`src/rtl/rv32_ifetch_buffer.sv`:
```
// ---------------------------------------------------------------------------
// rv32_ifetch_buffer
//   Instruction-fetch unit for the RV32 core. Issues pipelined word reads on
//   the instruction bus, buffers returned words together with their PC in a
//   first-word-fall-through prefetch FIFO and hands them to decode over a
//   valid/ready handshake. A redirect flushes the FIFO and arranges for every
//   response still in flight (including a request held by iwaitrequest) to be
//   dropped.
//
// Parameters
//   RESET_VECTOR  first fetch address after reset
//   FIFO_DEPTH    prefetch entries (power of two, >= 2); also caps
//                 fifo_level + outstanding reads
//
// Ports
//   clk, reset_n          clock (rising edge), async active-low reset
//   iaddress, iread       bus read request (word-aligned address)
//   ireaddata             returned instruction word
//   iwaitrequest          bus stalls the presented request
//   ireaddatavalid        in-order read response strobe
//   redirect, redirect_pc one-cycle restart request and its target
//   instr_valid, instr,
//   instr_pc, instr_ready decode handshake (FIFO head)
//   fifo_level            entries currently held
// ---------------------------------------------------------------------------
module rv32_ifetch_buffer #(
  parameter logic [31:0] RESET_VECTOR = 32'h0000_0000,
  parameter int unsigned FIFO_DEPTH   = 4
) (
  input  logic                          clk,
  input  logic                          reset_n,
  output logic [31:0]                   iaddress,
  output logic                          iread,
  input  logic [31:0]                   ireaddata,
  input  logic                          iwaitrequest,
  input  logic                          ireaddatavalid,
  input  logic                          redirect,
  input  logic [31:0]                   redirect_pc,
  output logic                          instr_valid,
  output logic [31:0]                   instr,
  output logic [31:0]                   instr_pc,
  input  logic                          instr_ready,
  output logic [$clog2(FIFO_DEPTH):0]   fifo_level
);

  localparam int unsigned AW = $clog2(FIFO_DEPTH);
  localparam int unsigned CW = AW + 1;
  localparam logic [CW-1:0] ONE_C   = CW'(1);
  localparam logic [CW-1:0] DEPTH_C = CW'(FIFO_DEPTH);
  localparam logic [AW-1:0] PTR_ONE = AW'(1);

  // Architectural state
  logic [31:0]   r_fetch_pc;
  logic [31:0]   r_resp_pc;
  logic [31:0]   r_iaddress;
  logic          r_iread;
  logic [CW-1:0] r_outstanding;
  logic [CW-1:0] r_discard;
  logic          r_stale_req;

  // Prefetch FIFO
  logic [31:0]   r_mem_data [FIFO_DEPTH];
  logic [31:0]   r_mem_pc   [FIFO_DEPTH];
  logic [AW-1:0] r_wr_ptr;
  logic [AW-1:0] r_rd_ptr;
  logic [CW-1:0] r_level;

  logic          w_accept;
  logic          w_hold;
  logic          w_drop;
  logic          w_push;
  logic          w_pop;
  logic          w_issue;
  logic [31:0]   w_redirect_pc;
  logic [31:0]   w_fetch_pc_next;
  logic [CW-1:0] w_out_next;
  logic [CW-1:0] w_level_next;
  logic [CW-1:0] w_discard_next;
  logic          w_stale_next;
  logic [CW:0]   w_credit_sum;
  logic          w_unused_pc_lsb;

  assign w_redirect_pc   = {redirect_pc[31:2], 2'b00};
  assign w_unused_pc_lsb = ^redirect_pc[1:0];

  assign w_accept = r_iread && !iwaitrequest;
  assign w_hold   = r_iread &&  iwaitrequest;
  assign w_drop   = ireaddatavalid && (r_discard != '0);
  assign w_push   = ireaddatavalid && (r_discard == '0) && !redirect;
  assign w_pop    = (r_level != '0) && instr_ready && !redirect;

  always_comb begin
    w_out_next = r_outstanding;
    if (w_accept)       w_out_next = w_out_next + ONE_C;
    if (ireaddatavalid) w_out_next = w_out_next - ONE_C;
  end

  always_comb begin
    w_level_next = r_level;
    if (redirect) begin
      w_level_next = '0;
    end else begin
      if (w_push) w_level_next = w_level_next + ONE_C;
      if (w_pop)  w_level_next = w_level_next - ONE_C;
    end
  end

  // A request accepted while stale_req is set was aimed at the pre-redirect
  // stream: it neither advances fetch_pc nor survives, so it is added to the
  // discard count at acceptance time.
  always_comb begin
    w_fetch_pc_next = r_fetch_pc;
    w_discard_next  = r_discard;
    w_stale_next    = r_stale_req;
    if (redirect) begin
      w_fetch_pc_next = w_redirect_pc;
      w_discard_next  = w_out_next;
    end else begin
      if (w_accept && !r_stale_req) w_fetch_pc_next = r_fetch_pc + 32'd4;
      if (w_drop)                   w_discard_next  = w_discard_next - ONE_C;
      if (w_accept && r_stale_req)  w_discard_next  = w_discard_next + ONE_C;
    end
    if (w_accept)                 w_stale_next = 1'b0;
    else if (redirect && w_hold)  w_stale_next = 1'b1;
  end

  // Credit is judged on post-cycle values so back-to-back issue never lets
  // buffered + in-flight words exceed the FIFO capacity.
  assign w_credit_sum = {1'b0, w_level_next} + {1'b0, w_out_next};
  assign w_issue      = !w_hold && !redirect && (w_credit_sum < {1'b0, DEPTH_C});

  always_ff @(posedge clk or negedge reset_n) begin
    if (!reset_n) begin
      r_fetch_pc    <= RESET_VECTOR;
      r_resp_pc     <= RESET_VECTOR;
      r_iaddress    <= RESET_VECTOR;
      r_iread       <= 1'b0;
      r_outstanding <= '0;
      r_discard     <= '0;
      r_stale_req   <= 1'b0;
      r_wr_ptr      <= '0;
      r_rd_ptr      <= '0;
      r_level       <= '0;
    end else begin
      r_fetch_pc    <= w_fetch_pc_next;
      r_outstanding <= w_out_next;
      r_discard     <= w_discard_next;
      r_stale_req   <= w_stale_next;
      r_level       <= w_level_next;

      if (redirect) begin
        r_resp_pc <= w_redirect_pc;
        r_wr_ptr  <= '0;
        r_rd_ptr  <= '0;
      end else begin
        if (w_push) begin
          r_resp_pc <= r_resp_pc + 32'd4;
          r_wr_ptr  <= r_wr_ptr + PTR_ONE;
        end
        if (w_pop) r_rd_ptr <= r_rd_ptr + PTR_ONE;
      end

      // A stalled request keeps iread/iaddress untouched, even across redirect.
      if (w_hold) begin
        r_iread    <= 1'b1;
        r_iaddress <= r_iaddress;
      end else if (w_issue) begin
        r_iread    <= 1'b1;
        r_iaddress <= w_fetch_pc_next;
      end else begin
        r_iread    <= 1'b0;
      end
    end
  end

  always_ff @(posedge clk) begin
    if (w_push) begin
      r_mem_data[r_wr_ptr] <= ireaddata;
      r_mem_pc[r_wr_ptr]   <= r_resp_pc;
    end
  end

  assign iread       = r_iread;
  assign iaddress    = r_iaddress;
  assign fifo_level  = r_level;
  assign instr_valid = (r_level != '0);
  assign instr       = instr_valid ? r_mem_data[r_rd_ptr] : '0;
  assign instr_pc    = instr_valid ? r_mem_pc[r_rd_ptr]   : '0;

  a_no_push_when_full: assert property (@(posedge clk) disable iff (!reset_n)
    w_push |-> (r_level < DEPTH_C));
  a_outstanding_cap: assert property (@(posedge clk) disable iff (!reset_n)
    r_outstanding <= DEPTH_C);

endmodule

```
`config.mk`:
```
export PLATFORM = sky130hd
export DESIGN_NAME = rv32_ifetch_buffer
export DESIGN_NICKNAME = d
export VERILOG_FILES = /design/src/rtl/rv32_ifetch_buffer.sv
export SDC_FILE = /design/constraint.sdc
export NUM_CORES = 1
export LEC_CHECK = 0
export ABC_CLOCK_PERIOD_IN_PS = 3300
export BUFFER_PORTS_ARGS = -buffer_cell sky130_fd_sc_hd__buf_4
export CORE_MARGIN = 2
export CORE_UTILIZATION = 53
export CTS_CLUSTER_DIAMETER = 100
export DETAILED_ROUTE_END_ITERATION = 8
export GPL_TIMING_DRIVEN = 0
export PLACE_DENSITY = 0.76
export SKIP_CTS_REPAIR_TIMING = 1
export SLEW_MARGIN = 20
export SYNTH_ARGS = -nofsm -noshare
export SYNTH_HDL_FRONTEND = slang
export SYNTH_SLANG_ARGS = --single-unit
```
`constraint.sdc`:
```
create_clock -name clk -period 3.3 [get_ports clk]
set_clock_uncertainty 0.2 [all_clocks]
set_input_delay 0.66 -clock clk [delete_from_list [all_inputs] [get_ports clk]]
set_output_delay 0.66 -clock clk [all_outputs]
set_load 0.03 [all_outputs]
```
### Word level (Yosys, flattened, before mapping)

Memory sizes are Yosys's and may differ from the RTL's.
Index checks and enable logic that the tools add are counted.
W data, S select, Z words.

* output and inout bits: 101
* bits of input ports: 70
* RAM bits: 256
* register bits after elaboration: 111
* memories: 2
* word-level logic and storage cells: 74

Memory list
* r_mem_data: depth 4, bits a word 32, rd ports 1, clocked after Yosys merged registers in 0, wr ports 1, line 62 `logic [31:0] r_mem_data [FIFO_DEPTH];`
* r_mem_pc: depth 4, bits a word 32, rd ports 1, clocked after Yosys merged registers in 0, wr ports 1, line 63 `logic [31:0] r_mem_pc [FIFO_DEPTH];`

* order comparisons: 1
* reduce and logical (&&, ||, !) cells: 23
* bitwise operators: 1
* $add $sub $neg: 11
* mux-type cells: 26

Operator list (count)
* $mux W32: 6
* $add A32 B3 Y32 const B: 2
* $mux W3: 10
* $logic_and A1 B1 Y1: 12
* $add A3 B1 Y3 const B: 3
* $sub A3 B1 Y3 const B: 3
* $mux W2: 4
* $mux W1: 6
* $reduce_bool A2 Y1: 3
* $reduce_bool A3 Y1: 2
* $add A2 B1 Y2 const B: 2
* $add A3 B3 Y4: 1
* $logic_not A1 Y1: 4
* $lt A4 B3 Y1 const B: 1
* $logic_not A3 Y1: 1
* $reduce_and A2 Y1: 1
* $not A1 Y1: 1

### Longest topological paths before layout

Gate-level depths: netlist of the first run.

* depth in word-level cells: 13
* gate-level depth with buffers: 16
* mapped depth without buffers: 15

### Worst setup path before layout of the first run

No wires, ideal clock.

* path kind: input port to flip-flop
* start: in redirect
* end: mem r_mem_data[1][0] (enable)
* slack: -0.462 ns
* setup time: 0.427 ns
* data required time: 2.673 ns
* arrival time: 3.135 ns
* cell stages on the path: 5
* path through: inv_1 clkbuf_1 buf_2 buf_1 and3_1

* longest elaborated chain between the ends: 4

RTL lines
* from (decl): line 37 `input logic redirect,`
* $logic_not A1 Y1: line 89 `assign w_push = ireaddatavalid && (r_discard == '0) && !redirect;`
* $logic_and A1 B1 Y1: line 89
* $mux W1: line 177 `if (w_push) begin`
* $mux W1 (implied by the code): line 178 `r_mem_data[r_wr_ptr] <= ireaddata;`
* to (decl): line 62

No other way between the ends.

### Worst setup path after layout of the first run

* start: reg r_discard[0]
* end: reg r_iaddress[25] (netlist: iaddress[25])

* longest elaborated chain between the ends: 12

RTL lines
* from (decl): line 58 `logic [CW-1:0] r_discard;`
* from (signal assigned): line 147 `r_discard <= w_discard_next;`
* $logic_not A3 Y1 *: line 89
* $logic_and A1 B1 Y1 * (2 in a row): line 89
* $mux W3 *: line 103 `if (w_push) w_level_next = w_level_next + ONE_C;`
* $mux W3 *: line 100 `if (redirect) begin`
* $sub A3 B1 Y3: line 104 `if (w_pop) w_level_next = w_level_next - ONE_C;`
* $mux W3 *: line 104
* $mux W3 *: line 100
* via w_level_next[2]: line 77 `logic [CW-1:0] w_level_next;`
* $add A3 B3 Y4 *: line 129 `assign w_credit_sum = {1'b0, w_level_next} + {1'b0, w_out_next};`
* $lt A4 B3 Y1 *: line 130 `assign w_issue = !w_hold && !redirect && (w_credit_sum < {1'b0, DEPTH_C});`
* $logic_and A1 B1 Y1 *: line 130
* $reduce_and A2 Y1 (no source line) *
* to (signal assigned): line 166 `r_iaddress <= r_iaddress;`
* to (signal assigned): line 169 `r_iaddress <= w_fetch_pc_next;`
* to (decl): line 55 `logic [31:0] r_iaddress;`

Mark *: on every way through the listed nets, which the timed path passes. The rest lies on a longest branch. The select of a mux whose other input is x is not followed.
A chain may end at the register's enable or synchronous reset.

==> metrics.md, run 1 <==
| Metric | Value |
|---|---|
| Outcome | finished clean |
| Flop pwr share | 0.353 |
| Number of flops mapped to enable cells by yosys | around 250 |
| Top post-synthesis cells by area | edfxtp_1 (49%), dfrtp_1 (18%), mux4_2 (9.3%), mux2_2 (4.2%), and2_1 (2.7%) |
| Most numerous cell in the Yosys netlist | edfxtp_1 |
| Fmax | ~0.30 GHz |
| Clock Power Share | 0.267 |
| Initial antenna violation count | 0 |
| Worst-path clk slew | approximately 0.060 ns |
| RSZ-0062 raised after global routing | true |
| Setup CP Type | flip-flop to flip-flop |
| Rel. slew slack | 0.405 |
| TritonCTS clock tree | built |
| Critical path required time | roughly 3.5 ns |
| Crit path DAT | between 3 and 4 ns |
| Lkg Pwr | 6.86 nW |
| Psw | 5.34 mW |
| Core ar. | around 28000 um^2 |
| # rows | 61 |
| Synthesized cell area | about 15000 um^2 |
| Layout cells sized above 1 | 0.352 |
| Wirelength per Cell | roughly 20 um |
| Largest net degree at the start of global routing | 110 |
| Number of H-tree levels | 2 |
| Final cell count without fillers | 1557 |
| I/O pin count | between 150 and 200 |
| Clock period minus worst slack | roughly 3.3 ns |
| Synth top area share | 0.494 |
| PortBufs | about 170 |
| Setup WS post-layout | slightly above 0.004 ns |
| Vias/cell | 5.55 |
| Synth cell types | 50 |
| Int Power | approximately 11 mW |
| Nets | between 1000 and 1500 |
| Crit. End Element | flip-flop |
| Vias post-DR | between 8000 and 9000 |
| VDD IR max | 0.000590 V |
| Die span in x | 173 um |
| TritonRoute pass-1 iters | 5 |
| Routability congestion estimate | between 0.8 and 0.9 |
| Clk sinks | roughly 360 |
| Setup TNS | 0 ns |
| Post-DP HPWL | approximately 20000 um |
| Total CTS buffers | 37 |
| Ys Warns | 0 |
| Final setup vio count | 0 |
| Type of origin of the critical path | flip-flop |
| GRT overflow | 0 |
| Max Slew Vio Count | 0 |
| Register area share after synthesis | 0.675 |
| Worst-Margin Slew | just under 0.9 ns |
| GRT Overall Usage | 0.209 |
| Post-Place Worst Slack | -0.746 ns |
| Net Sw Frac | 0.337 |
| Post-synth top cells | edfxtp_1 (248), dfrtp_1 (109), and2_1 (66), mux4_2 (62), mux2_2 (56) |
| Main flop type after synthesis | edfxtp_1 |
| Max Root-Sink Buffers | 3 |
| PwrDens | ~860 nW/um^2 |
| HP Class | primary input to async pin |
| Critical path peak fanout | 8 |
| First-pass GRT wire length | roughly 50000 um |
| DP Cell Count | ~1500 |
| Clock root buffer | clkbuf_16 |
| Initial core utilization | 0.540 |
| Die ar. | 29800 um^2 |
| Cells after synthesis | 932 |
| Post-synth ARST share | 0.305 |
| Avg Cell Area, Syn | ~16 um^2 |
| Total wire length | approximately 31000 um |
| Post-DRT Antenna Nets | 0 |
| Largest area contributor in the netlist | edfxtp_1 |
| Initial DRC Count | 675 |
| Clock Latency Late Sink | 0.52 ns |
| Max Cap Violations | 0 |
| Synth Register Bits | 357 |
| Diode count | 0 |
| Hold Violations, Final | 0 |
| Area grow syn2layout | 22.6% |
| Gate power share | 0.379 |
| Vias in the first global route | around 9000 |
| Post-route clock period utilization | 0.999 |
| Residual DRC count | 0 |
| Die Y-Extent | 173 um |
==> power by group through the flow <==
stage	Sequential [mW]	Combinational [mW]	Clock [mW]
detailed placement	5.64	5.69	0
global route	5.66	6.41	4.47
global placement	5.62	5.61	0
CTS	5.56	5.71	4.31
floorplan	5.95	3.48	0
finish	5.60	6.02	4.24
==> cells by family (layout without fill, tap and decap cells) <==
kind of cell / after synthesis / in the layout / share of synthesized area
AO/OA/AOI/OAI: 49 / 49 / 0.0192
XOR/XNOR: 62 / 62 / 0.0369
other: 1 / 2 / 0.000249
AND/OR/NAND/NOR: 240 / 240 / 0.0906
adder cells (fa/ha/maj): 16 / 16 / 0.0133
flip-flops: 357 / 357 / 0.675
multiplexers: 134 / 134 / 0.145
buffers and inverters: 73 / 319 / 0.0202
==> metal layers <==
layer / part of all wire / vias up / routed length (um) / GRT usage
met5: 0 / - / 0 / 0
met4: 0.021 / 0 / 665 / 0.0618
met3: 0.055 / 56 / 1730 / 0.0310
met2: 0.49 / 301 / 15300 / 0.341
met1: 0.44 / 4342 / 13700 / 0.297
li1: - / 3945 / - / -
==> through the flow <==
step | total power, mW | cell area, um^2 | hold WS, ns | util
4_1_cts | 15.6 | 18300 | 0.122 | 0.653
6_report | 15.9 | 18500 | 0.0342 | 0.662
3_5_place_dp | 11.3 | 17000 | 0.298 | 0.609
2_1_floorplan | 9.43 | 15200 | 0.164 | -
3_3_place_gp | 11.2 | 16900 | 0.294 | 0.604
5_1_grt | 16.5 | 18500 | 0.125 | 0.662
==> worst max-delay path, cell delays in order, from the launching register on <==
cell	delay, ns
dfrtp_1	0.40
inv_2	0.09
ha_4	0.14
nand3b_1	0.10
nor2_2	0.19
nor2_1	0.06
a21oi_1	0.13
ha_2	0.19
nand2_2	0.06
xnor2_2	0.13
nor2_2	0.17
ha_1	0.26
nor4_2	0.13
nand2_1	0.11
a31oi_4	0.18
buf_12	0.16
buf_6	0.13
mux2_2	0.33
==> layout by cell type, fill, tap and decap left out, drive strengths merged, types with 10 or more instances in the layout <==
master | synthesis | routed
nor4 | 12 | 12
and3 | 16 | 16
and2 | 66 | 66
dfrtp | 109 | 109
ha | 16 | 16
nand4 | 17 | 17
clkbuf | 29 | 81
mux2 | 57 | 57
mux4 | 62 | 62
a21oi | 23 | 23
nand3 | 30 | 30
nor2 | 27 | 27
nor3 | 10 | 10
xnor2 | 42 | 42
inv | 24 | 26
edfxtp | 248 | 248
buf | 20 | 194
xor2 | 19 | 19
nand2 | 41 | 41
mux2i | 15 | 15
==> sequential cells by signal (all words and copies together) (netlist names) <==
name / flops
r_discard: 3
r_rd_ptr: 2
fifo_level: 3
r_mem_data: 128
r_fetch_pc: 32
r_resp_pc: 30
r_outstanding: 3
r_wr_ptr: 2
r_stale_req: 1
iaddress: 32
iread: 1
r_mem_pc: 120
==> worst paths after layout <==
kind	depth (start not counted)	to	slack [ns]	startpoint
max in group asynchronous	1	iread	2.16	reset_n
min	1	iaddress[29]	0.03	reset_n
min reg2reg	1	iaddress[21]	0.31	iaddress[21]
max reg2reg	17	iaddress[25]	0.004	r_discard[0]
min in group clk	1	r_mem_data[1][14]	0.14	ireaddata[14]
max	17	iaddress[25]	0.004	r_discard[0]
==> final cells by class <==
cell class / instances / area [um^2]
multi-input combinational: 503 / 4740
fill: 1960 / 9440
timing repair buffer: 183 / 1490
buffer: 44 / 273
clock inverter: 20 / 223
inverter: 24 / 90.1
tap: 378 / 473
clock buffer: 48 / 1030
sequential: 357 / 10200
(Power assumes the default switching activity.)
==> run 2, diff against run 1 <==
- ABC_AREA: not set -> 1
- SLEW_MARGIN: 20 -> 5
==> run 2 against run 1 <==
Effect of this change:
- via count grew 39%
- synthesized cell count grew 69%
- worst setup slack gained 0.077 ns
- critical path depth shrank 9
- die area grew 3.9%
- total power shrank 0.13%
- first-iteration DRC count grew 45%
- cell count grew 42%
- sequential share of layout area shrank 1.7 points
==> metrics.md, run 2 <==
| Metric | Value |
|---|---|
| Outcome | finished clean |
| Crit. End Element | output port |
| Synth cell types | 38 (-24%) |
| Layout cells sized above 1 | 0.174 (-0.178) |
| Largest area contributor in the netlist | edfxtp_1 |
| Fmax | 0.311 GHz (+2.4%) |
| Die span in x | 176 um (+1.9%) |
| Most numerous cell in the Yosys netlist | nor2_1 |
| Post-DRT Antenna Nets | 0 (unchanged) |
| Commonest non-fill, non-tap cell in the layout | nor2_1 |
| First-pass GRT wire length | 60500 um (+23%) |
| Commonest cells after routing, fill and taps aside | nor2_1 (311), nand2_1 (309), edfxtp_1 (248) |
| FF-to-FF End | iaddress[3] |
| Post-Place Worst Slack | -0.763 ns (-0.0171 ns) |
| VDD IR max | 0.000590 V (about the same) |
| Vias post-DR | 12000 (+39%) |
| HP Class | primary input to async pin |
| Core Util, Final | 0.659 (-0.00253) |
| Initial DRC Count | 981 (+45%) |
| Largest net degree at the start of global routing | 110 (unchanged) |
| Type of origin of the critical path | flip-flop |
| Register area share after synthesis | 0.649 (-0.0256) |
| Core ar. | 28900 um^2 (+3.6%) |
| Main flop type after synthesis | edfxtp_1 |
| Lkg Pwr | 7.88 nW (+15%) |
| Net Sw Frac | 0.382 (+0.0451) |
| TritonCTS clock tree | built |
| Vias in the first global route | 11500 (+29%) |
| RR Startpoint | r_discard[1] |
| Rel. slew slack | 0.321 (-0.0838) |
| Final instance area | 19100 um^2 (+3.2%) |
| Clock period minus worst slack | 3.22 ns (-0.0769 ns) |
| Number of flops mapped to enable cells by yosys | 248 (unchanged) |
| Gate power share | 0.382 (+0.003) |
| Final cell count without fillers | 2209 (+42%) |
| Worst Reg-to-Reg Cells | 22 (+5) |
| Post-route clock period utilization | 0.975 (-0.0233) |
| Int Power | 9.79 mW (-6.9%) |
| Residual DRC count | 0 (unchanged) |
| Post-DP HPWL | 26500 um (+30%) |
| DP Cell Count | 2129 (+44%) |
| Clk sinks | 357 (unchanged) |
| Post-synth top cells | nor2_1 (315), nand2_1 (311), edfxtp_1 (248), o21ai_0 (162), dfrtp_1 (109) |
| Worst-path clk slew | 0.06 ns (about the same) |
| Total CTS buffers | 37 (unchanged) |
| Psw | 6.05 mW (+13%) |
| Critical path required time | 2.44 ns (-1.06 ns) |
| Clock root buffer | clkbuf_16 |
| Nets | 1882 (+52%) |
| Post-synth ARST share | 0.305 (unchanged) |
| Hold Violations, Final | 0 (unchanged) |
| Final setup vio count | 0 (unchanged) |
| Largest regs | r_mem_data (128), r_mem_pc (120) |
| Setup CP Type | flip-flop to output port |
| Initial antenna violation count | 0 (unchanged) |
| Cells after synthesis | 1572 (+69%) |
| Die ar. | 31000 um^2 (+3.9%) |
| Ys Warns | 0 (unchanged) |
| Setup WS post-layout | 0.0810 ns (+0.0769 ns) |
| Flop pwr share | 0.358 (+0.005) |
| Number of H-tree levels | 2 (unchanged) |
| Flop2flop setup slack | 0.15 ns (+0.15 ns) |
| Worst-Margin Slew | 1.02 ns (+0.126 ns) |
| PwrDens | 830 nW/um^2 (-3.2%) |
| Crit path DAT | 2.36 ns (-1.14 ns) |
| Area grow syn2layout | 21.7% |
| Avg Cell Area, Syn | 9.97 um^2 (-38%) |
| PortBufs | 164 (-0.61%) |
| Routability congestion estimate | 0.885 (+0.53%) |
| Die Y-Extent | 176 um (+1.9%) |
| Setup TNS | 0 ns (unchanged) |
| Max Cap Violations | 0 (unchanged) |
| Critical path peak fanout | 10 (+2) |
| GRT overflow | 0 (unchanged) |
| I/O pin count | 171 (unchanged) |
| Total wire length | 39700 um (+26%) |
| RSZ-0062 raised after global routing | true |
| Synth Register Bits | 357 (unchanged) |
| Largest register FFs | 128 (unchanged) |
| Diode count | 0 (unchanged) |
| Top post-synthesis cells by area | edfxtp_1 (47%), dfrtp_1 (17%), nor2_1 (7.5%), nand2_1 (7.4%), o21ai_0 (5.2%) |
| Vias/cell | 5.44 (-2.1%) |
| Clock Power Share | 0.260 (-0.007) |
| Biggest register | r_mem_data |
| Max Slew Vio Count | 0 (unchanged) |
| Wirelength per Cell | 18.0 um (-11%) |
| Initial core utilization | 0.542 (+0.00190) |
| Synth top area share | 0.475 (-0.0188) |
| Synthesized cell area | 15700 um^2 (+3.9%) |
| # rows | 62 (+1.6%) |
| GRT Overall Usage | 0.252 (+0.0427) |
| TritonRoute pass-1 iters | 5 (unchanged) |
| Max Root-Sink Buffers | 3 (unchanged) |
| Clock Latency Late Sink | 0.53 ns (about the same) |
| Area post-placement | 17600 um^2 (+3.6%) |
run 2: worst max-delay path: stages (launching register included):
cell      delay [ns]
dfrtp_1         0.33
buf_2           0.22
clkbuf_4        0.25
buf_2           0.32
nor2_1          0.08
nor2_1          0.08
o21ai_0         0.08
a21oi_1         0.25
buf_4           0.22
run 2: power by group through the flow:
stage	Clock (mW)	Combinational [mW]	Sequential, mW
global route	4.32	6.56	5.72
CTS	4.15	5.71	5.66
detailed placement	0	5.67	5.74
finish	4.11	6.05	5.67
global placement	0	5.54	5.73
floorplan	0	3.24	6.01
run 2: area by class of cell:
class	count	area (um^2)
Buffer	70	395
Multi-Input combinational cell	1039	4870
Tap cell	384	480
Fill cell	2175	9850
Clock inverter	22	205
Clock buffer	46	1000
Sequential cell	357	10200
Inverter	107	407
Timing Repair Buffer	184	1550
run 2: cells by family (layout without fill, tap and decap cells):
family	count (synthesis)	count (layout)	share of synthesized area
other	1	2	0.000239
AOI/OAI and AO/OA	255	255	0.0854
xor gates and xnor gates	28	28	0.0156
muxes	3	3	0.00192
DFF	357	357	0.649
buffers and inverters	177	429	0.0458
adders and majority gates	16	16	0.0128
and+or+nand+nor	735	735	0.189
run 2: through the flow:
step	power (mW)	hold slack (ns)
floorplan	9.25	0.164
global placement	11.3	0.269
detailed placement	11.4	0.266
CTS	15.5	0.110
global route	16.6	0.108
finish	15.8	0.0674
run 2: worst max-delay path by stage:
stage                   start                 to  slack, ns  depth (start not counted)
3_3_place_gp   ireaddatavalid  r_mem_data[1][23]      -1.67                          6
4_1_cts          r_discard[0]       iaddress[25]      -0.61                         21
5_1_grt          r_discard[1]        iaddress[5]      -0.05                         22
2_1_floorplan  ireaddatavalid   r_mem_data[0][0]      -0.25                          6
3_5_place_dp   ireaddatavalid       iaddress[17]      -0.76                         20
6_report          r_rd_ptr[0]       instr_pc[22]       0.08                          8
run 2: routing by layer:
metal	track usage	routed length [um]	vias to the layer above
li1	-	-	5724
met1	0.332	16100	5661
met2	0.432	19400	542
met3	0.0347	3000	85
met4	0.0902	1230	0
met5	0	0	-
==> run 3, diff against run 2 <==
- CORE_MARGIN: 2 -> 3
==> run 3 against run 2 <==
Effect of this change:
- non-clock buffer count is 6 lower
- global-route usage decreased by 0.44 points
- critical path depth fell by 1
- worst setup slack about the same
- design area about the same
- maximum frequency barely moved
- sequential share of layout area about the same
- worst hold slack gained 0.0024 ns
- via count about the same
==> metrics.md, run 3 (synthesis gave the netlist of run 2 again) <==
| Metric | Value |
|---|---|
| Outcome | finished clean |
| CP max stage delay | 0.38 ns (+0.05 ns) |
| Total CTS buffers | 37 (unchanged) |
| Clock root buffer | clkbuf_16 |
| Hold Violations, Final | 0 (unchanged) |
| Flop pwr share | 0.357 (about the same) |
| Worst-Margin Slew | 0.993 ns (-0.0260 ns) |
| Core Util, Final | 0.659 (about the same) |
| Total power | 15.9 mW (+0.44%) |
| Max Cap Violations | 0 (unchanged) |
| Clock Latency Late Sink | 0.52 ns (about the same) |
| HP Class | primary input to async pin |
| Lkg Pwr | 7.85 nW (-0.34%) |
| Clock period minus worst slack | 3.22 ns (+0.000168 ns) |
| Die Y-Extent | 178 um (+1.1%) |
| Int Power | 9.85 mW (+0.60%) |
| Gate power share | 0.383 (about the same) |
| Worst-path clk slew | 0.06 ns (about the same) |
| Rel. slew slack | 0.338 (+0.0173) |
| Post-route clock period utilization | 0.976 (about the same) |
| Largest net degree at the start of global routing | 110 (unchanged) |
| GRT overflow | 0 (unchanged) |
| Slowest CP cell | dfrtp_1 |
| Post-Place Worst Slack | -0.790 ns (-0.0271 ns) |
| Area post-placement | 17600 um^2 (unchanged) |
| Crit path DAT | 2.36 ns (about the same) |
| GRT Overall Usage | 0.248 (-0.00440) |
| # rows | 62 (unchanged) |
| VDD IR max | 0.000621 V (+5.3%) |
| Setup TNS | 0 ns (unchanged) |
| Nets | 1876 (-0.32%) |
| Cells along the critical path | clkbuf_4, inv_2, buf_4, clkbuf_4, o21ai_0, a21oi_1, buf_4 |
| Initial core utilization | 0.542 (unchanged) |
| PortBufs | 164 (unchanged) |
| Largest register FFs | 128 (unchanged) |
| Die span in x | 178 um (+1.1%) |
| Vias/cell | 5.45 (+0.30%) |
| Final instance area | 19100 um^2 (about the same) |
| Die ar. | 31700 um^2 (+2.3%) |
| PwrDens | 834 nW/um^2 (+0.50%) |
| Initial DRC Count | 1113 (+13%) |
| Routability congestion estimate | 0.910 (+2.8%) |
| Vias in the first global route | 11700 (+2.3%) |
| I/O pin count | 171 (unchanged) |
| Fmax | 0.311 GHz (about the same) |
| First-pass GRT wire length | 61300 um (+1.3%) |
| Max Slew Vio Count | 0 (unchanged) |
| Wirelength per Cell | 18.2 um (+1.4%) |
| Post-DP HPWL | 26800 um (+1.0%) |
| Psw | 6.06 mW (+0.18%) |
| Core ar. | 28900 um^2 (unchanged) |
| Biggest register | r_mem_data |
| Area grow syn2layout | 21.6% (about the same) |
| Final setup vio count | 0 (unchanged) |
| Vias post-DR | 12000 (-0.017%) |
| Max Root-Sink Buffers | 3 (unchanged) |
| Setup CP Type | flip-flop to output port |
| Largest regs | r_mem_data (128), r_mem_pc (120) |
| Number of H-tree levels | 2 (unchanged) |
| Type of origin of the critical path | flip-flop |
| Crit. End Element | output port |
| Setup WS post-layout | 0.0809 ns (-0.000168 ns) |
| Clock Power Share | 0.260 (about the same) |
| Net Sw Frac | 0.381 (-0.000989) |
| Residual DRC count | 0 (unchanged) |
| Total wire length | 40100 um (+1.1%) |
| TritonRoute pass-1 iters | 6 (+1) |
| Diode count | 0 (unchanged) |
| Layout cells sized above 1 | 0.171 (-0.00318) |
| Clk sinks | 357 (unchanged) |
| Critical path peak fanout | 10 (unchanged) |
| TritonCTS clock tree | built |
| Commonest cells after routing, fill and taps aside | nor2_1 (310), nand2_1 (310), edfxtp_1 (248) |
| Post-DRT Antenna Nets | 0 (unchanged) |
| Critical path required time | 2.44 ns (about the same) |
| Initial antenna violation count | 0 (unchanged) |
## run 3: cell type report
class                           count  area [um^2]
Buffer                             70          413
Clock buffer                       53         1050
Clock inverter                     14          151
Fill cell                        2196         9860
Inverter                          107          414
Multi-Input combinational cell   1039         4880
Sequential cell                   357        10200
Tap cell                          384          480
Timing Repair Buffer              178         1510
## run 3: path summary, 6_finish.rpt
| kind | depth (start not counted) | start | slack [ns] | endpoint |
|---|---|---|---|---|
| setup / recovery | 7 | r_rd_ptr[0] | 0.08 | instr_pc[16] |
| hold / removal | 1 | reset_n | 0.07 | iaddress[25] |
| setup reg to reg | 22 | r_discard[0] | 0.13 | iaddress[28] |
| hold reg to reg | 2 | iaddress[21] | 0.28 | iaddress[21] |
| max in group asynchronous | 1 | reset_n | 2.17 | r_fetch_pc[6] |
| min in group clk | 1 | ireaddata[30] | 0.14 | r_mem_data[1][30] |
## run 3: worst max-delay path, delay by kind of cell, from the launching register on
family / cells / cell delay, ns
DFF: 1 / 0.38
AOI/OAI and AO/OA: 2 / 0.40
buffers and inverters: 5 / 1.05
## run 3: per-layer routing
layer | part of all wire | global-route usage | up-vias | wire, um
met2 | 0.49 | 0.420 | 542 | 19500
li1 | - | - | 5710 | -
met4 | 0.028 | 0.0893 | 0 | 1110
met5 | 0 | 0 | - | 0
met3 | 0.083 | 0.0413 | 98 | 3350
met1 | 0.40 | 0.323 | 5660 | 16100
## run 3: power by group through the flow
| stage | registers [mW] | clock network, mW | logic [mW] |
|---|---|---|---|
| floorplan | 6.01 | 0 | 3.24 |
| global placement | 5.73 | 0 | 5.55 |
| detailed placement | 5.74 | 0 | 5.69 |
| CTS | 5.66 | 4.17 | 5.72 |
| global route | 5.73 | 4.35 | 6.60 |
| finish | 5.68 | 4.14 | 6.09 |
## run 3: per-stage QoR
step,hold WS (ns),std cells
2_1_floorplan,0.164,1573
3_3_place_gp,0.269,2121
3_5_place_dp,0.266,2129
4_1_cts,0.119,2196
5_1_grt,0.127,2202
6_report,0.0699,2202
